<file path="src/rtl/axil_pkg.sv">
// ---------------------------------------------------------------------------
// axil_pkg
// Shared definitions for the AXI4-Lite register file slice.
//   RESP_*  : AXI response encodings driven on BRESP / RRESP
//   clog2   : constant-foldable ceiling log2, used to size the register
//             index and the byte-offset field of the address
// ---------------------------------------------------------------------------
package axil_pkg;

  localparam logic [1:0] RESP_OKAY   = 2'b00;
  localparam logic [1:0] RESP_SLVERR = 2'b10;
  localparam logic [1:0] RESP_DECERR = 2'b11;

  // Smallest r such that 2**r >= value; value is at least 1.
  function automatic int clog2(input int value);
    int r;
    r = 0;
    for (int i = 0; i < 31; i++) begin
      if ((1 << i) < value) r = i + 1;
    end
    return r;
  endfunction

endpackage

</file>
<file path="src/rtl/axil_hold_slot.sv">
// ---------------------------------------------------------------------------
// axil_hold_slot
// One-entry valid/ready holding register. A beat is captured when
// i_in_valid meets o_in_ready; the slot then reports full and refuses more
// beats until the consumer pops it. Ready is its own flop so the AXI READY
// outputs never depend combinationally on any input.
// Ports:
//   i_clk, i_rst          clock, asynchronous active-high reset
//   i_in_valid/o_in_ready producer handshake
//   i_data/o_data         beat captured / beat held
//   o_full                slot holds a beat
//   i_pop                 consumer takes the held beat (only while full)
// ---------------------------------------------------------------------------
module axil_hold_slot #(
  parameter int W = 32
) (
  input  logic         i_clk,
  input  logic         i_rst,
  input  logic         i_in_valid,
  output logic         o_in_ready,
  input  logic [W-1:0] i_data,
  output logic [W-1:0] o_data,
  output logic         o_full,
  input  logic         i_pop
);

  logic         r_full;
  logic         r_ready;
  logic [W-1:0] r_data;

  // Capture and release of the single beat. Ready is always the inverse of
  // full, so a capture and a pop can never fall on the same edge.
  always_ff @(posedge i_clk or posedge i_rst) begin
    if (i_rst) begin
      r_full  <= 1'b0;
      r_ready <= 1'b1;
      r_data  <= '0;
    end else if (i_in_valid && r_ready) begin
      r_full  <= 1'b1;
      r_ready <= 1'b0;
      r_data  <= i_data;
    end else if (i_pop) begin
      r_full  <= 1'b0;
      r_ready <= 1'b1;
    end
  end

  assign o_in_ready = r_ready;
  assign o_data     = r_data;
  assign o_full     = r_full;

endmodule

</file>
<file path="src/rtl/s_axil_register_file.sv">
// ---------------------------------------------------------------------------
// s_axil_register_file
// AXI4-Lite slave with NUM_REG software-visible registers, also exported
// flat on REG_OUT for fabric logic. AW, W and AR beats are parked in
// one-entry slots; a write commits once AW and W are both held and the B
// channel is free, a read commits once AR is held and the R channel is free.
// Ports:
//   ACLK, ARESET              clock, asynchronous active-high reset
//   AW*/W*/B*                 write address, data and response channels
//   AR*/R*                    read address and data channels
//   REG_OUT                   register k at [k*DW +: DW]
// ---------------------------------------------------------------------------
module s_axil_register_file
  import axil_pkg::*;
#(
  parameter int S_AXI_DATA_WIDTH = 32,
  parameter int S_AXI_ADDR_WIDTH = 32,
  parameter int NUM_REG          = 16
) (
  input  logic                            ACLK,
  input  logic                            ARESET,
  input  logic [S_AXI_ADDR_WIDTH-1:0]     AWADDR,
  input  logic                            AWVALID,
  output logic                            AWREADY,
  input  logic [S_AXI_DATA_WIDTH-1:0]     WDATA,
  input  logic [S_AXI_DATA_WIDTH/8-1:0]   WSTRB,
  input  logic                            WVALID,
  output logic                            WREADY,
  output logic [1:0]                      BRESP,
  output logic                            BVALID,
  input  logic                            BREADY,
  input  logic [S_AXI_ADDR_WIDTH-1:0]     ARADDR,
  input  logic                            ARVALID,
  output logic                            ARREADY,
  output logic [S_AXI_DATA_WIDTH-1:0]     RDATA,
  output logic [1:0]                      RRESP,
  output logic                            RVALID,
  input  logic                            RREADY,
  output logic [NUM_REG*S_AXI_DATA_WIDTH-1:0] REG_OUT
);

  localparam int DW   = S_AXI_DATA_WIDTH;
  localparam int AW   = S_AXI_ADDR_WIDTH;
  localparam int NB   = DW / 8;
  localparam int IDXW = clog2(NUM_REG);
  localparam int BOFF = clog2(NB);
  localparam logic [AW-1:0] ADDR_LIMIT = AW'(NUM_REG * NB);

  logic [DW-1:0]    r_regs [NUM_REG];
  logic             r_bValid;
  logic [1:0]       r_bResp;
  logic             r_rValid;
  logic [1:0]       r_rResp;
  logic [DW-1:0]    r_rData;

  logic             w_awFull;
  logic             w_wFull;
  logic             w_arFull;
  logic [AW-1:0]    w_awAddr;
  logic [AW-1:0]    w_arAddr;
  logic [DW+NB-1:0] w_wBeat;
  logic [DW-1:0]    w_wData;
  logic [NB-1:0]    w_wStrb;
  logic             w_wrCommit;
  logic             w_rdCommit;
  logic             w_awOor;
  logic             w_arOor;
  logic [IDXW-1:0]  w_awIdx;
  logic [IDXW-1:0]  w_arIdx;

  axil_hold_slot #(.W(AW)) u_awSlot (
    .i_clk      (ACLK),
    .i_rst      (ARESET),
    .i_in_valid (AWVALID),
    .o_in_ready (AWREADY),
    .i_data     (AWADDR),
    .o_data     (w_awAddr),
    .o_full     (w_awFull),
    .i_pop      (w_wrCommit)
  );

  axil_hold_slot #(.W(DW + NB)) u_wSlot (
    .i_clk      (ACLK),
    .i_rst      (ARESET),
    .i_in_valid (WVALID),
    .o_in_ready (WREADY),
    .i_data     ({WSTRB, WDATA}),
    .o_data     (w_wBeat),
    .o_full     (w_wFull),
    .i_pop      (w_wrCommit)
  );

  axil_hold_slot #(.W(AW)) u_arSlot (
    .i_clk      (ACLK),
    .i_rst      (ARESET),
    .i_in_valid (ARVALID),
    .o_in_ready (ARREADY),
    .i_data     (ARADDR),
    .o_data     (w_arAddr),
    .o_full     (w_arFull),
    .i_pop      (w_rdCommit)
  );

  assign w_wData    = w_wBeat[DW-1:0];
  assign w_wStrb    = w_wBeat[DW +: NB];
  assign w_awOor    = (w_awAddr >= ADDR_LIMIT);
  assign w_arOor    = (w_arAddr >= ADDR_LIMIT);
  assign w_awIdx    = w_awAddr[BOFF +: IDXW];
  assign w_arIdx    = w_arAddr[BOFF +: IDXW];

  // A new response may be loaded while the previous one is being accepted
  // on the same edge, which keeps VALID high without a bubble.
  assign w_wrCommit = w_awFull && w_wFull && (!r_bValid || BREADY);
  assign w_rdCommit = w_arFull && (!r_rValid || RREADY);

  // Register array: byte-lane update on an in-range write commit only.
  always_ff @(posedge ACLK or posedge ARESET) begin
    if (ARESET) begin
      for (int k = 0; k < NUM_REG; k++) r_regs[k] <= '0;
    end else if (w_wrCommit && !w_awOor) begin
      for (int b = 0; b < NB; b++) begin
        if (w_wStrb[b]) r_regs[w_awIdx][8*b +: 8] <= w_wData[8*b +: 8];
      end
    end
  end

  // Write response: loaded on commit, held until BREADY accepts it.
  always_ff @(posedge ACLK or posedge ARESET) begin
    if (ARESET) begin
      r_bValid <= 1'b0;
      r_bResp  <= RESP_OKAY;
    end else if (w_wrCommit) begin
      r_bValid <= 1'b1;
      r_bResp  <= w_awOor ? RESP_SLVERR : RESP_OKAY;
    end else if (BREADY) begin
      r_bValid <= 1'b0;
    end
  end

  // Read response: samples the array before any same-edge write lands.
  always_ff @(posedge ACLK or posedge ARESET) begin
    if (ARESET) begin
      r_rValid <= 1'b0;
      r_rResp  <= RESP_OKAY;
      r_rData  <= '0;
    end else if (w_rdCommit) begin
      r_rValid <= 1'b1;
      r_rResp  <= w_arOor ? RESP_SLVERR : RESP_OKAY;
      r_rData  <= w_arOor ? '0 : r_regs[w_arIdx];
    end else if (RREADY) begin
      r_rValid <= 1'b0;
    end
  end

  assign BVALID = r_bValid;
  assign BRESP  = r_bResp;
  assign RVALID = r_rValid;
  assign RRESP  = r_rResp;
  assign RDATA  = r_rData;

  for (genvar k = 0; k < NUM_REG; k++) begin : g_regOut
    assign REG_OUT[k*DW +: DW] = r_regs[k];
  end

endmodule

</file>
<file path="config.mk">
export PLATFORM = sky130hd
export DESIGN_NAME = s_axil_register_file
export DESIGN_NICKNAME = d
export VERILOG_FILES = /design/src/rtl/axil_pkg.sv /design/src/rtl/axil_hold_slot.sv /design/src/rtl/s_axil_register_file.sv
export SDC_FILE = /design/constraint.sdc
export NUM_CORES = 1
export LEC_CHECK = 0
export ABC_AREA = 1
export CAP_MARGIN = 25
export CORE_AREA = 2 2 254 256
export CTS_CLUSTER_DIAMETER = 80
export DETAILED_ROUTE_END_ITERATION = 10
export DIE_AREA = 0 0 256 258
export DONT_BUFFER_PORTS = 1
export PLACE_DENSITY_LB_ADDON = 0.2
export SYNTH_ARGS = -nofsm -noshare
export SYNTH_HDL_FRONTEND = slang
export SYNTH_SLANG_ARGS = --single-unit
</file>
<file path="constraint.sdc">
create_clock -name ACLK -period 24.8 [get_ports ACLK]
set_clock_uncertainty 0.2 [all_clocks]
set_input_delay 6.2 -clock ACLK [delete_from_list [all_inputs] [get_ports ACLK]]
set_output_delay 6.2 -clock ACLK [all_outputs]
set_load 0.05 [all_outputs]
</file>
Word level (Yosys, flattened, before mapping)
Index checks and enable logic that the tools add are counted.
{"block": "classes", "magnitude_cmp": 5, "n_mux": 39, "n_reduce_logical": 18, "bitwise": 2}
{"operator": "two-way mux 512 bit", "n": 7}
{"operator": "bitwise mux 512 bit", "n": 4}
{"operator": "demux 32 bit (select 4 bit)", "n": 4}
{"operator": "binary-select mux 32 bit (select 4 bit)", "n": 1}
{"operator": "two-way mux 32 bit", "n": 4}
{"operator": ">= comparator 32 x 7 -> 1 bit (second input constant)", "n": 2}
{"operator": "two-way mux 24 bit", "n": 1}
{"operator": "two-way mux 16 bit", "n": 1}
{"operator": "two-way mux 1 bit", "n": 14}
{"operator": ">= comparator 5 bit (second input constant)", "n": 2}
{"operator": "NOT 4 -> 5 bit", "n": 2}
{"operator": "nonzero test 2 bit", "n": 5}
{"operator": "logical AND 1 bit", "n": 8}
{"operator": "two-way mux 8 bit", "n": 1}
{"operator": "< comparator 5 x 1 -> 1 bit (second input constant)", "n": 1}
{"operator": "two-way mux 2 bit", "n": 2}
{"operator": "zero test 1 bit", "n": 3}
{"operator": "logical OR 1 bit", "n": 2}
{"block": "word_totals", "input_bits": 107, "out_inout_bits": 553, "word_cells": 94, "ff_bits": 656}

Logic depth before layout (Yosys ltp)
{"block": "depth", "word_depth": 16, "mapped_depth": 11}

Hierarchy
Synthesis repeated with hierarchy kept, for this count alone.
{"block": "hier_totals", "cells_unflattened": 4118, "area_unflattened_um2": 31920.6}
{"module": "s_axil_register_file", "seq_area_each_um2": 13713.2, "instances": 1, "cells_each": 3657, "area_per_inst_um2": 27473.8}
{"module": "axil_hold_slot at u_arSlot ...", "seq_area_each_um2": 852.1, "instances": 2, "cells_each": 148, "area_per_inst_um2": 1465.2}
{"module": "axil_hold_slot at u_wSlot", "seq_area_each_um2": 952.2, "instances": 1, "cells_each": 165, "area_per_inst_um2": 1516.5}

Worst setup path after synthesis
OpenSTA, ideal clock, no wires.
{"block": "synth_path", "path_type": "input -> register", "startpoint": "in BREADY", "endpoint": "reg r_regs (netlist bit REG_OUT[256])", "cell_stages": 11, "required_time_ns": 24.534, "slack_ns": 17.257, "setup_time_ns": 0.066, "arrival_time_ns": 7.277, "path_cell_list": "inv_1 nand2_1 nand2_1 nor2_1 nand2_1 nor2_4 buf_4 buf_6 buf_4 nand4_1 nand2_1"}
{"block": "synth_between", "elab_chain_len": 3}
{"element": "start: declaration", "line": "s_axil_register_file.sv:31", "source": "input logic BREADY,"}
{"element": "logical OR 1 bit", "line": "s_axil_register_file.sv:113", "source": "assign w_wrCommit = w_awFull && w_wFull && (!r_bValid || BREADY);"}
{"element": "logical AND 1 bit", "line": "s_axil_register_file.sv:113"}
{"element": "logical AND 1 bit", "line": "s_axil_register_file.sv:120", "source": "end else if (w_wrCommit && !w_awOor) begin"}
{"element": "end signal: indexed assignment", "line": "s_axil_register_file.sv:122", "source": "if (w_wStrb[b]) r_regs[w_awIdx][8*b +: 8] <= w_wData[8*b +: 8];"}
{"element": "end: declaration", "line": "s_axil_register_file.sv:49", "source": "logic [DW-1:0] r_regs [NUM_REG];"}
Every way passes these cells.
A chain may end at the register's enable or synchronous reset.

Worst setup path after layout
{"block": "layout_path", "startpoint": "in BREADY", "endpoint": "reg r_regs (netlist bit REG_OUT[370])"}
The elaborated chain is that of the path after synthesis.

==> reports/results.tsv <==
metric	value	unit
ys_ff_latch	650	
antenna_found_initial	3	
hp-class	flop to flop	
grt_max_degree	199	
start_util	49.1	%
synth_compound_area_share	0.216	%
cp-startpoint	BREADY	
hold_path_end	RVALID$_DFFE_PP0P_	
wl_per_cell	26.7	um
grt_pass1_vias	26600	
n_fill_cell	6029	
start_kind	input pin	
grt_usage	36.0	%
synth_top_family_by_area	simple AND/OR/NAND/NOR gates	
nets	3755	
yosys-top-cells-count	nand2_1 (1,638), dfrtp_1 (647), nand3_1 (544)	
synthMuxAreaShare	3.17	%
cp_num_buf_inv	3	
gr-total-overflow	0	
yosysWarnings	0	
pin_count	660	
htreeDepth	3	
synth_edf_count	0	
worstHoldStart	u_arSlot.o_full$_DFFE_PP0P_	
post-route-period-util	37.1	%
drc	0	
min_period	9.19	ns
drv_slew	0	
port-buffer-count	0	
peakVddDrop	0.0526	mV
max_slew_margin	25.2	%
crit_fanout	196	
r2r.worst_path.cells	10	
synth.avg_cell_area	8.04	um^2
ctsRootBufferMaster	clkbuf_16	
drtPass1Iterations	6	
synth.area.top_cells	dfrtp_1 (52%), nand2_1 (20%), nand4_1 (10%), nand3_1 (8.7%), mux2_2 (3.2%)	
async_flop_share	100	%
cpMostUsedCell	nand2_1	
setup_viol	0	
status	completed	
timing.rr.end	REG_OUT[370]$_DFFE_PP0P_	
vias_per_cell	6.30	
die_h	258	um
r2r_slack	20.53	ns
die_area	66000	um^2
cp.required	25.10	ns
cts_buffers	73	
yosysMostFrequentCell	nand2_1	
r2r_start	BVALID$_DFFE_PP0P_	
ctsHoldBuffers	0	
hold_depth	2	
clk_latency	0.61	ns
gp_congestion	0.958	
design.core.area	63600	um^2
cts_tree	built	
path_class	input pin to flop	
slowest_delay	0.83	ns
post_cts_buffers	0	
postRouteAntennaNets	0	
synthSimpleGateAreaFrac	39.4	%
die_w	256	um
finalSetupTns	0	ns
synth_xor_area_share	0	%
crit_arrival	9.49	ns
tightest_slew	1.12	ns
crit_path_end_kind	flop	
timing.fmax	0.109	GHz
area_growth	8.09	%
cpMaxStageDelayCell	buf_4	
leakage	17.2	nW
place_inst	4426	
drtIter0Drc	3577	
path_cells	inv_1 > nand2_1 > nand2_1 > nor2_1 > nand2_1 > nor2_4 > buf_12 > buf_4 > nand3_1 > nand2_1 > nand2_1	
synthAdderAreaFrac	0	%
yosysTopAreaCell	dfrtp_1	
ctsResizeCount	0	
max-clock-path-buffers	3	
cap_violations	0	
wirelength	122	mm
vias	28700	
cpLargestDelayFamily	simple AND/OR/NAND/NOR gates	
seq_area_frac_synth	52.1	%
finalHoldViolCount	0	
synth_cells	3889	
yosysUniqueCellTypes	21	
synth_flop_cell	dfrtp_1	
dpl.hpwl	81.3	mm
power.density	65.4	nW/um^2
fin_cells	4559	
numClockSinks	650	
path_clk_slew	0.06	ns
synth_area	31300	um^2
synth_top_area_share	51.8	%
grt_pass1_wl	182	mm
layout-drive-gt1-share	7.64	%
num_rows	93	
rsz0062_at_grt	no	
## layout make-up
type / instances / area (um^2) / share of cell area (%)
antenna: 1 / 2.50 / 0.00741
sequential: 650 / 16300 / 48.2
tap: 855 / 1070 / 3.17
clock inverter: 25 / 337 / 0.996
inverter: 15 / 73.8 / 0.219
clock buffer: 105 / 2110 / 6.24
timing repair buffer: 48 / 438 / 1.30
multi-input combinational: 2860 / 13500 / 39.8
## layout by cell type, fill, tap and decap left out, drive strengths merged
cell,Yosys,layout
nand3,544,544
dfstp,3,3
a21oi,8,8
clkbuf,245,105
inv,14,18
o21a,3,3
nand4,512,512
dfrtp,647,647
clkinv,1,14
buf,120,48
diode,0,1
bufinv,0,8
or2,2,2
conb,1,2
nand2,1638,1638
mux2,88,88
o21ai,1,1
nor2,62,62
## how the worst max path moves through the flow
stage	endpoint	slack, ns	cells after the start
2_1_floorplan	BRESP[1]$_DFFE_PP0P_	0.19	1
3_3_place_gp	REG_OUT[375]$_DFFE_PP0P_	15.14	11
3_5_place_dp	REG_OUT[241]$_DFFE_PP0P_	15.13	11
4_1_cts	REG_OUT[325]$_DFFE_PP0P_	15.78	11
5_1_grt	REG_OUT[373]$_DFFE_PP0P_	15.38	11
6_report	REG_OUT[370]$_DFFE_PP0P_	15.61	11
## cell families after synthesis
family	Yosys count
other	1
AOI/OAI and AO/OA	12
buffers and inverters	380
DFF	650
muxes	88
and+or+nand+nor	2758
## routing by layer
layer	routed length, um	GRT usage [%]	vias to the layer above
li1	-	-	12700
met1	48900	50.5	14100
met2	52000	51.6	1720
met3	15500	11.7	283
met4	5500	14.6	2
met5	11	0	-
## stage by stage
stage	utilization, %	cell area [um^2]	power, W	setup WS (ns)	hold WS (ns)
5_1_grt	53.1	33800	0.00227	15.38	0.290
2_1_floorplan	-	31300	0.00110	0.192	0.242
4_1_cts	53.0	33700	0.00222	15.78	0.267
6_report	53.1	33800	0.00221	15.61	0.272
3_5_place_dp	49.1	31300	0.00110	15.13	0.257
3_3_place_gp	49.1	31300	0.00110	15.14	0.252
## tightest hold or removal path, delay by kind of cell (launching register included)
kind | cells | cell delay, ns
AND/OR/NAND/NOR | 1 | 0.05
flip-flops | 1 | 0.34
buffers and inverters | 1 | 0.05
## where the power goes
group	total, W	internal [W]	switching [W]
logic	0.0000232	0.00000162	0.0000215
registers	0.00106	0.00106	0.0000000000000000000653
clock network	0.00113	0.000674	0.000452
total	0.00221	0.00174	0.000473
## state kept, by name, indices dropped and copies added (netlist names), 30 cells and up
signal / cells
REG_OUT: 512
u_wSlot.o_data: 36
RDATA: 32
u_arSlot.o_data: 30
u_awSlot.o_data: 30
Note: power is estimated with default switching activity, not from simulation.
